$ cat config.mk
export PLATFORM = sky130hd
export DESIGN_NAME = program_loader_flat
export DESIGN_NICKNAME = d
export VERILOG_FILES = /design/src/rtl/program_loader_if.sv /design/src/rtl/program_loader.sv /design/src/flat_wrapper.sv
export SDC_FILE = /design/constraint.sdc
export NUM_CORES = 1
export LEC_CHECK = 0
export ABC_AREA = 1
export CAP_MARGIN = 25
export CORE_MARGIN = 4
export CORE_UTILIZATION = 50
export CTS_BUF_LIST = sky130_fd_sc_hd__clkbuf_8
export DETAILED_ROUTE_END_ITERATION = 16
export PLACE_DENSITY = 0.72
export SETUP_SLACK_MARGIN = 0.1
export SYNTH_ARGS = -nofsm -noshare
export SYNTH_HDL_FRONTEND = slang
export SYNTH_SLANG_ARGS = --single-unit
export TNS_END_PERCENT = 30
$ cat constraint.sdc
create_clock -name i_clock -period 5.1 [get_ports i_clock]
set_input_delay 1.02 -clock i_clock [delete_from_list [all_inputs] [get_ports i_clock]]
set_output_delay 1.02 -clock i_clock [all_outputs]
set_load 0.02 [all_outputs]
$ cat src/rtl/program_loader_if.sv
// Byte-stream, program-memory write and status signals between the host side
// and the boot loader; slave is the loader, master is the host/memory side.
interface program_loader_if #(
    parameter int ADDR_W  = 16,
    parameter int INSTR_W = 18
);
    logic                 i_start;
    logic [0:7]           i_byte;
    logic                 i_valid;
    logic                 o_ready;
    logic                 o_wrEn;
    logic [0:ADDR_W-1]    o_wrAddr;
    logic [0:INSTR_W-1]   o_wrData;
    logic                 o_cpuHold;
    logic                 o_busy;
    logic                 o_done;
    logic                 o_error;

    modport slave (
        input  i_start, i_byte, i_valid,
        output o_ready, o_wrEn, o_wrAddr, o_wrData,
        output o_cpuHold, o_busy, o_done, o_error
    );

    modport master (
        output i_start, i_byte, i_valid,
        input  o_ready, o_wrEn, o_wrAddr, o_wrData,
        input  o_cpuHold, o_busy, o_done, o_error
    );
endinterface

$ cat src/rtl/program_loader.sv
// Boot loader: assembles 18-bit instructions from a byte stream, writes them to
// program memory and releases the CPU only after the image checksum matches.
module program_loader #(
    parameter int ADDR_W  = 16,
    parameter int INSTR_W = 18
) (
    input  logic            i_clock,
    input  logic            i_reset,
    program_loader_if.slave bus
);
    typedef enum logic [3:0] {
        S_IDLE   = 4'd0,
        S_LEN_HI = 4'd1,
        S_LEN_LO = 4'd2,
        S_B0     = 4'd3,
        S_B1     = 4'd4,
        S_B2     = 4'd5,
        S_CSUM   = 4'd6,
        S_DONE   = 4'd7,
        S_ERROR  = 4'd8
    } state_t;

    state_t              r_state;
    state_t              w_nextState;
    logic                r_ready, r_busy, r_done, r_error, r_cpuHold;
    logic                w_ready, w_busy, w_done, w_error, w_cpuHold;
    logic                w_accept;
    logic                w_lastWord;
    logic [15:0]         r_len;
    logic [15:0]         r_wordCnt;
    logic [7:0]          r_acc;
    logic [1:0]          r_b0Lo;
    logic [7:0]          r_b1;
    logic                r_wrEn;
    logic [ADDR_W-1:0]   r_wrAddr;
    logic [INSTR_W-1:0]  r_wrData;

    function automatic logic [7:0] csum_add(input logic [7:0] acc, input logic [7:0] b);
        return acc + b;
    endfunction

    assign w_accept   = bus.i_valid & r_ready;
    assign w_lastWord = (r_wordCnt == (r_len - 16'd1));

    // State register plus status flags decoded one state ahead, so they are registered
    always_ff @(posedge i_clock or posedge i_reset) begin
        if (i_reset) begin
            r_state   <= S_IDLE;
            r_ready   <= 1'b0;
            r_busy    <= 1'b0;
            r_done    <= 1'b0;
            r_error   <= 1'b0;
            r_cpuHold <= 1'b1;
        end else begin
            r_state   <= w_nextState;
            r_ready   <= w_ready;
            r_busy    <= w_busy;
            r_done    <= w_done;
            r_error   <= w_error;
            r_cpuHold <= w_cpuHold;
        end
    end

    // Next-state selection
    always_comb begin
        w_nextState = r_state;
        case (r_state)
            S_IDLE, S_DONE, S_ERROR: begin
                if (bus.i_start) w_nextState = S_LEN_HI;
                else             w_nextState = r_state;
            end
            S_LEN_HI: begin
                if (w_accept) w_nextState = S_LEN_LO;
                else          w_nextState = r_state;
            end
            S_LEN_LO: begin
                if (w_accept) begin
                    if ({r_len[15:8], bus.i_byte} == 16'd0) w_nextState = S_CSUM;
                    else                                    w_nextState = S_B0;
                end else begin
                    w_nextState = r_state;
                end
            end
            S_B0: begin
                if (w_accept) begin
                    if (bus.i_byte[0:5] != 6'd0) w_nextState = S_ERROR;
                    else                         w_nextState = S_B1;
                end else begin
                    w_nextState = r_state;
                end
            end
            S_B1: begin
                if (w_accept) w_nextState = S_B2;
                else          w_nextState = r_state;
            end
            S_B2: begin
                if (w_accept) begin
                    if (w_lastWord) w_nextState = S_CSUM;
                    else            w_nextState = S_B0;
                end else begin
                    w_nextState = r_state;
                end
            end
            S_CSUM: begin
                if (w_accept) begin
                    if (bus.i_byte == r_acc) w_nextState = S_DONE;
                    else                     w_nextState = S_ERROR;
                end else begin
                    w_nextState = r_state;
                end
            end
            default: w_nextState = S_IDLE;
        endcase
    end

    // Status flags for the state being entered
    always_comb begin
        w_ready   = 1'b0;
        w_busy    = 1'b0;
        w_done    = 1'b0;
        w_error   = 1'b0;
        w_cpuHold = 1'b1;
        case (w_nextState)
            S_LEN_HI, S_LEN_LO, S_B0, S_B1, S_B2, S_CSUM: begin
                w_ready = 1'b1;
                w_busy  = 1'b1;
            end
            S_DONE: begin
                w_done    = 1'b1;
                w_cpuHold = 1'b0;
            end
            S_ERROR: w_error = 1'b1;
            default: w_ready = 1'b0;
        endcase
    end

    // Length latch, checksum, word assembly and the one-cycle memory write
    always_ff @(posedge i_clock or posedge i_reset) begin
        if (i_reset) begin
            r_len     <= 16'd0;
            r_wordCnt <= 16'd0;
            r_acc     <= 8'd0;
            r_b0Lo    <= 2'd0;
            r_b1      <= 8'd0;
            r_wrEn    <= 1'b0;
            r_wrAddr  <= {ADDR_W{1'b0}};
            r_wrData  <= {INSTR_W{1'b0}};
        end else begin
            r_wrEn <= 1'b0;
            case (r_state)
                S_IDLE, S_DONE, S_ERROR: begin
                    if (bus.i_start) begin
                        r_acc     <= 8'd0;
                        r_wordCnt <= 16'd0;
                    end
                end
                S_LEN_HI: begin
                    if (w_accept) begin
                        r_len[15:8] <= bus.i_byte;
                        r_acc       <= csum_add(r_acc, bus.i_byte);
                    end
                end
                S_LEN_LO: begin
                    if (w_accept) begin
                        r_len[7:0] <= bus.i_byte;
                        r_acc      <= csum_add(r_acc, bus.i_byte);
                    end
                end
                S_B0: begin
                    if (w_accept) begin
                        r_b0Lo <= bus.i_byte[6:7];
                        r_acc  <= csum_add(r_acc, bus.i_byte);
                    end
                end
                S_B1: begin
                    if (w_accept) begin
                        r_b1  <= bus.i_byte;
                        r_acc <= csum_add(r_acc, bus.i_byte);
                    end
                end
                S_B2: begin
                    if (w_accept) begin
                        r_wrEn    <= 1'b1;
                        r_wrAddr  <= ADDR_W'(r_wordCnt);
                        r_wrData  <= {r_b0Lo, r_b1, bus.i_byte};
                        r_wordCnt <= r_wordCnt + 16'd1;
                        r_acc     <= csum_add(r_acc, bus.i_byte);
                    end
                end
                default: r_wrEn <= 1'b0;
            endcase
        end
    end

    assign bus.o_ready   = r_ready;
    assign bus.o_busy    = r_busy;
    assign bus.o_done    = r_done;
    assign bus.o_error   = r_error;
    assign bus.o_cpuHold = r_cpuHold;
    assign bus.o_wrEn    = r_wrEn;
    assign bus.o_wrAddr  = r_wrAddr;
    assign bus.o_wrData  = r_wrData;
endmodule

$ cat src/flat_wrapper.sv
// flat-port wrapper written by rule: the top's interface ports become plain ports
module program_loader_flat 
#(
    parameter int ADDR_W  = 16,
    parameter int INSTR_W = 18
)
  (i_clock, i_reset, bus_i_start, bus_i_byte, bus_i_valid, bus_o_ready, bus_o_wrEn, bus_o_wrAddr, bus_o_wrData, bus_o_cpuHold, bus_o_busy, bus_o_done, bus_o_error);
  program_loader_if #(.ADDR_W(ADDR_W), .INSTR_W(INSTR_W)) bus_i ();
  input  logic i_clock;
  input  logic i_reset;
  input wire logic [$bits(bus_i.i_start)-1:0] bus_i_start;
  input wire logic [$bits(bus_i.i_byte)-1:0] bus_i_byte;
  input wire logic [$bits(bus_i.i_valid)-1:0] bus_i_valid;
  output wire logic [$bits(bus_i.o_ready)-1:0] bus_o_ready;
  output wire logic [$bits(bus_i.o_wrEn)-1:0] bus_o_wrEn;
  output wire logic [$bits(bus_i.o_wrAddr)-1:0] bus_o_wrAddr;
  output wire logic [$bits(bus_i.o_wrData)-1:0] bus_o_wrData;
  output wire logic [$bits(bus_i.o_cpuHold)-1:0] bus_o_cpuHold;
  output wire logic [$bits(bus_i.o_busy)-1:0] bus_o_busy;
  output wire logic [$bits(bus_i.o_done)-1:0] bus_o_done;
  output wire logic [$bits(bus_i.o_error)-1:0] bus_o_error;
  assign bus_i.i_start = bus_i_start;
  assign bus_i.i_byte = bus_i_byte;
  assign bus_i.i_valid = bus_i_valid;
  assign bus_o_ready = bus_i.o_ready;
  assign bus_o_wrEn = bus_i.o_wrEn;
  assign bus_o_wrAddr = bus_i.o_wrAddr;
  assign bus_o_wrData = bus_i.o_wrData;
  assign bus_o_cpuHold = bus_i.o_cpuHold;
  assign bus_o_busy = bus_i.o_busy;
  assign bus_o_done = bus_i.o_done;
  assign bus_o_error = bus_i.o_error;
  program_loader #(.ADDR_W(ADDR_W), .INSTR_W(INSTR_W)) u_core (.i_clock(i_clock), .i_reset(i_reset), .bus(bus_i));
endmodule
; Yosys cells after proc, flatten, opt, wreduce, memory -nomap -nowiden
; Index checks and enable logic that the tools add are counted.
[word_totals]
out_inout_bits = 40
in_bits = 12
register_bits = 93
wordCells = 78
[classes]
n_reduce_logical = 15
n_mux = 24
bitwise = 1
eq_ne = 21
addsub = 3
[ops]
columns = cell, count
row1 = $mux W4, 9
row2 = $eq A4 B3 Y1 const B, 8
row3 = $mux W16, 2
row4 = $pmux W16 S2, 1
row5 = $pmux W4 S7, 1
row6 = $add A16 B1 Y16 const B, 1
row7 = $eq A16 B16 Y1, 1
row8 = $eq A4 B2 Y1 const B, 4
row9 = $logic_not A16 Y1, 1
row10 = $mux W8, 2
row11 = $pmux W8 S2, 1
row12 = $sub A16 B1 Y16 const B, 1
row13 = $reduce_and A2 Y1, 5
row14 = $add A8 B8 Y8, 1
row15 = $eq A4 B1 Y1 const B, 2
row16 = $eq A4 B4 Y1 const B, 2
row17 = $eq A8 B8 Y1, 1
row18 = $mux W1, 6
row19 = $mux W3, 2
row20 = $reduce_and A3 Y1, 2
row21 = $reduce_bool A6 Y1, 1
row22 = $reduce_or A6 Y1, 1
row23 = $reduce_or A5 Y1, 1
row24 = $logic_not A4 Y1, 1
row25 = 5 further kinds, 7

; Logic depth before layout (Yosys ltp)
[logic_depth]
depth_word = 8
ltp_mapped = 18
mapped_depth_nobuf = 18

; Least setup slack after synthesis
; No wires, ideal clock.
[synth_path]
path_type = input -> register
from = input bus_i_byte[0]
to = register u_core.r_acc[6]
arrival_time_ps = 2367
required_ps = 5005
setup_time_ps = 95
path_buffers = 0
slack_ps = 2637
path_stages = 10
cell_sequence = ha_1 > fa_1 > a21oi_1 > o21ai_0 > and2_1 > nor2_1 > nor2_1 > nor2_1 > nor2_1 > o31ai_1
[synth_via]
elab_chain_len = 3
[synth_lines]
columns = item, line_no
row1 = from (decl), flat_wrapper.sv:12  ; input wire logic [$bits(bus_i.i_byte)-1:0] bus_i_byte;
row2 = $add A8 B8 Y8, program_loader.sv:39  ; return acc + b;
row3 = $mux W8, --
row4 = $pmux W8 S2, program_loader.sv:150  ; case (r_state)
row5 = to (signal assigned), program_loader.sv:160  ; r_acc <= csum_add(r_acc, bus.i_byte);
row6 = to (signal assigned), program_loader.sv:166  ; r_acc <= csum_add(r_acc, bus.i_byte);
row7 = to (signal assigned), program_loader.sv:172  ; r_acc <= csum_add(r_acc, bus.i_byte);
row8 = to (decl), program_loader.sv:31  ; logic [7:0] r_acc;
; Every way passes these cells. The select of a mux whose other input is x is not followed.
; A chain may end at the register's enable or synchronous reset.

; Worst setup path after layout
[layout_path]
from = input bus_i_byte[2]
to = register u_core.r_acc[7]
; Same word-level chain as after synthesis.

==> key figures <==
Global route
  – Total grt overflow: 0
  – Total GRT Usage: 0.2170
  – Initial antenna violation count: 0
  – Vias in the first global route: 4,130
  – Largest net degree at the start of global routing: 58
  – First-pass GRT wire length: 19.71 mm

Yosys
  – Mapped Avg Cell Area: 7.780 um2
  – Cell variety after synth: 39
  – Sequential share of the synthesized area: 0.4827
  – Ys Warns: 0
  – Synth Cell Area: 4823 um2
  – Mapped Nets: 642
  – Mapped Cells: 620
  – Yosys reg bits: 93

Placed design
  – Port bufs: 51
  – Final GP Congestion: 0.9071
  – Detail Placement HPWL: 8.805 mm

Setup path
  – Critical Path End Type: flop
  – Crit Path Max Fanout: 5
  – Critical path class: input pin to flop
  – Startpoint Class: input pin
  – Critical Path RT: 5.33 ns
  – Worst EP arrival: 3.15 ns

Timing
  – Final setup fails: 0
  – Clock skew: 0.01550 ns
  – Worst-margin pin slew: 0.8503 ns
  – Fmax: 0.3428 GHz
  – Worst rel slew slack: 0.4311
  – Final Max Tran Viols: 0
  – RSZ-0062 raised after global routing: false
  – Period minus WS final: 2.917 ns
  – Final Hold Viols: 0
  – Setup TNS Final: 0 ns
  – Crit share post-route: 0.5720

Cells and area
  – # diodes: 0
  – Fillers: 832
  – Commonest non-fill, non-tap cell in the layout: nand2_1
  – Most frequent cells in the layout: nand2_1, dfrtp_1, inv_1, o21ai_0, nor2_1
  – Synth-to-Final Area Change: 18.31%
  – Final net count: 695
  – Multi-input logic area: 2178 um2
  – Register Area: 2328 um2
  – Share of cells above drive strength 1: 0.06499

Floorplan
  – Die H: 106.2 um
  – Row count: 35
  – Die X: 106.2 um
  – Starting Density: 0.5171
  – Ports: 52
  – Core area: 9328 um2
  – Die area: 11,280 um2

Clocking
  – Total CTS buffers: 9
  – Hold_buf cts: 0
  – Post-CTS setup buffer count: 0
  – CTS tree: built
  – Max H-tree Level: 3
  – Post-CTS resize count: 0
  – Clk sinks: 93
  – Clk root buf: clkbuf_8
  – Clock Tree Buf Depth: 2
  – Clk_lat worst skew: 0.37 ns
  – Clock transition at path regs: 0.09 ns

Routing
  – Vias post-DR: 4,172
  – Initial detailed-routing violation count: 170
  – Met1 WL: 5.168 mm
  – DR DRC count: 0
  – DR top layer: met4
  – WL met3: 557 um
  – Via/cell ratio: 5.176
  – Drt first pass iters: 5
  – Post-DRT Antenna Nets: 0
  – Met2 Wirelength: 5.608 mm
  – Detailed Route WL: 11.48 mm
  – Wire per inst: 14.24 um

Power and ir drop
  – Combinational fraction of design power: 0.445
  – Sw Share: 0.4255
  – Clock network power share: 0.180
  – Worst ir drop on vdd: 0.0002474 V
  – Leak: 2.778 nW
  – Switching power: 0.001306 W
  – Total power: 0.003069 W
  – Cell area power density: 537.9 nW/um2
  – Sequential share of power: 0.375
  – Internal power: 0.001764 W

Hold path
  – Min-delay worst type: flop to flop

Run status
  – Outcome: finished clean

Job
  – Max Cap Violations: 0
## layout make-up
class                   instances  area share
clock buffers                   9     0.02171
clock inverters                 6     0.01644
inverters                      71     0.04692
multi-input cells             444      0.3817
flip-flops and latches         93      0.4080
well taps                     129     0.02828
repair buffers                 54     0.09691
## sequential cells by signal (all words and copies together) (netlist names), 2 cells and up
register,flops
u_core.bus.o_wrAddr,16
u_core.bus.o_wrData,18
u_core.r_acc,8
u_core.r_b0Lo,2
u_core.r_b1,8
u_core.r_len,16
u_core.r_state,4
u_core.r_wordCnt,16
## Yosys cell counts
library cell | count | area, um2
nor2_1 | 56 | 210.2
and2_1 | 2 | 12.51
and3_1 | 2 | 12.51
or2_0 | 1 | 6.260
a21oi_1 | 15 | 75.07
buf_2 | 1 | 5.000
o21ai_1 | 3 | 15.01
buf_4 | 1 | 7.510
nor2_4 | 3 | 33.78
a22oi_1 | 1 | 7.510
nand4_1 | 6 | 37.54
xor2_1 | 13 | 113.9
inv_1 | 66 | 247.7
o22ai_1 | 1 | 6.260
o211ai_1 | 1 | 7.510
inv_2 | 5 | 18.77
nor3_2 | 2 | 20.02
dfrtp_1 | 92 | 2302
nand2_1 | 193 | 724.4
nand3b_1 | 3 | 22.52
nor4_1 | 3 | 18.77
a31oi_1 | 1 | 6.260
nor4_4 | 1 | 21.27
a221o_1 | 1 | 10.01
xnor2_1 | 2 | 17.52
fa_1 | 1 | 20.02
nand2_2 | 6 | 37.54
ha_1 | 9 | 112.6
o31ai_1 | 2 | 15.01
o21bai_1 | 1 | 7.510
o21ai_0 | 65 | 325.3
o21ai_4 | 2 | 32.53
dfstp_2 | 1 | 26.28
buf_1 | 3 | 11.26
o21a_1 | 1 | 7.510
nor3_1 | 11 | 55.05
nor2_2 | 5 | 31.28
clkbuf_1 | 7 | 26.28
nand3_1 | 31 | 155.2
## per-layer routing
metal / vias up / global-route usage
li1: 2094 / -
met2: 99 / 0.3692
met3: 13 / 0.03400
met5: - / 0
met1: 1966 / 0.2874
met4: 0 / 0.06198
## path summary, 6_finish.rpt
path,start,end,slack [ns],cells after the start
max,bus_i_byte[2],u_core.r_acc[7],2.18,13
min,u_core.bus.o_wrData[4],u_core.bus.o_wrData[4],0.48,2
max reg2reg,u_core.r_state[2],u_core.bus.o_ready,2.74,12
min reg2reg,u_core.bus.o_wrData[4],u_core.bus.o_wrData[4],0.48,2
max in group asynchronous,i_reset,u_core.bus.o_cpuHold,3.51,3
min in group asynchronous,i_reset,u_core.bus.o_wrAddr[2],0.90,2
## worst max-delay path, stage by stage
cell	delay, ns
clkdlybuf4s50_1	0.51
ha_1	0.41
a21oi_1	0.22
nand2_1	0.08
nand2_1	0.09
nand2_1	0.06
a21oi_1	0.18
nor2_1	0.07
nor2_1	0.10
nor2_1	0.05
nor2_1	0.12
xor2_1	0.16
o21ai_0	0.09
## cells by family after synthesis
family          after synthesis  share of synthesized area
compound gates               94                     0.1069
xor+xnor                     15                    0.02724
fa+ha+maj                    10                    0.02750
buf+inv                      83                    0.06563
flops                        93                     0.4828
simple gates                325                     0.2900
## power by group through the flow
| stage | Sequential (W) | Clock [W] | Combinational [W] |
|---|---|---|---|
| 6_report | 0.00115 | 0.000554 | 0.00137 |
| 5_1_grt | 0.00119 | 0.000588 | 0.00154 |
| 2_1_floorplan | 0.00123 | 0 | 0.000843 |
| 3_5_place_dp | 0.00116 | 0 | 0.00137 |
| 3_3_place_gp | 0.00116 | 0 | 0.00135 |
| 4_1_cts | 0.00115 | 0.000560 | 0.00137 |
## stage by stage
step / hold slack, ns / worst slack, ns / cells / util / cell area [um2]
after detailed placement: 0.4570 / 1.841 / 791 / 0.5885 / 5489
after global placement: 0.4557 / 1.870 / 790 / 0.5855 / 5461
after floorplan: 0.4494 / 1.661 / 620 / - / 4823
final: 0.4798 / 2.183 / 806 / 0.6118 / 5707
after CTS: 0.4818 / 2.209 / 806 / 0.6118 / 5707
after global routing: 0.5099 / 1.930 / 806 / 0.6118 / 5707
No activity file was read; power rests on OpenSTA's default activity.
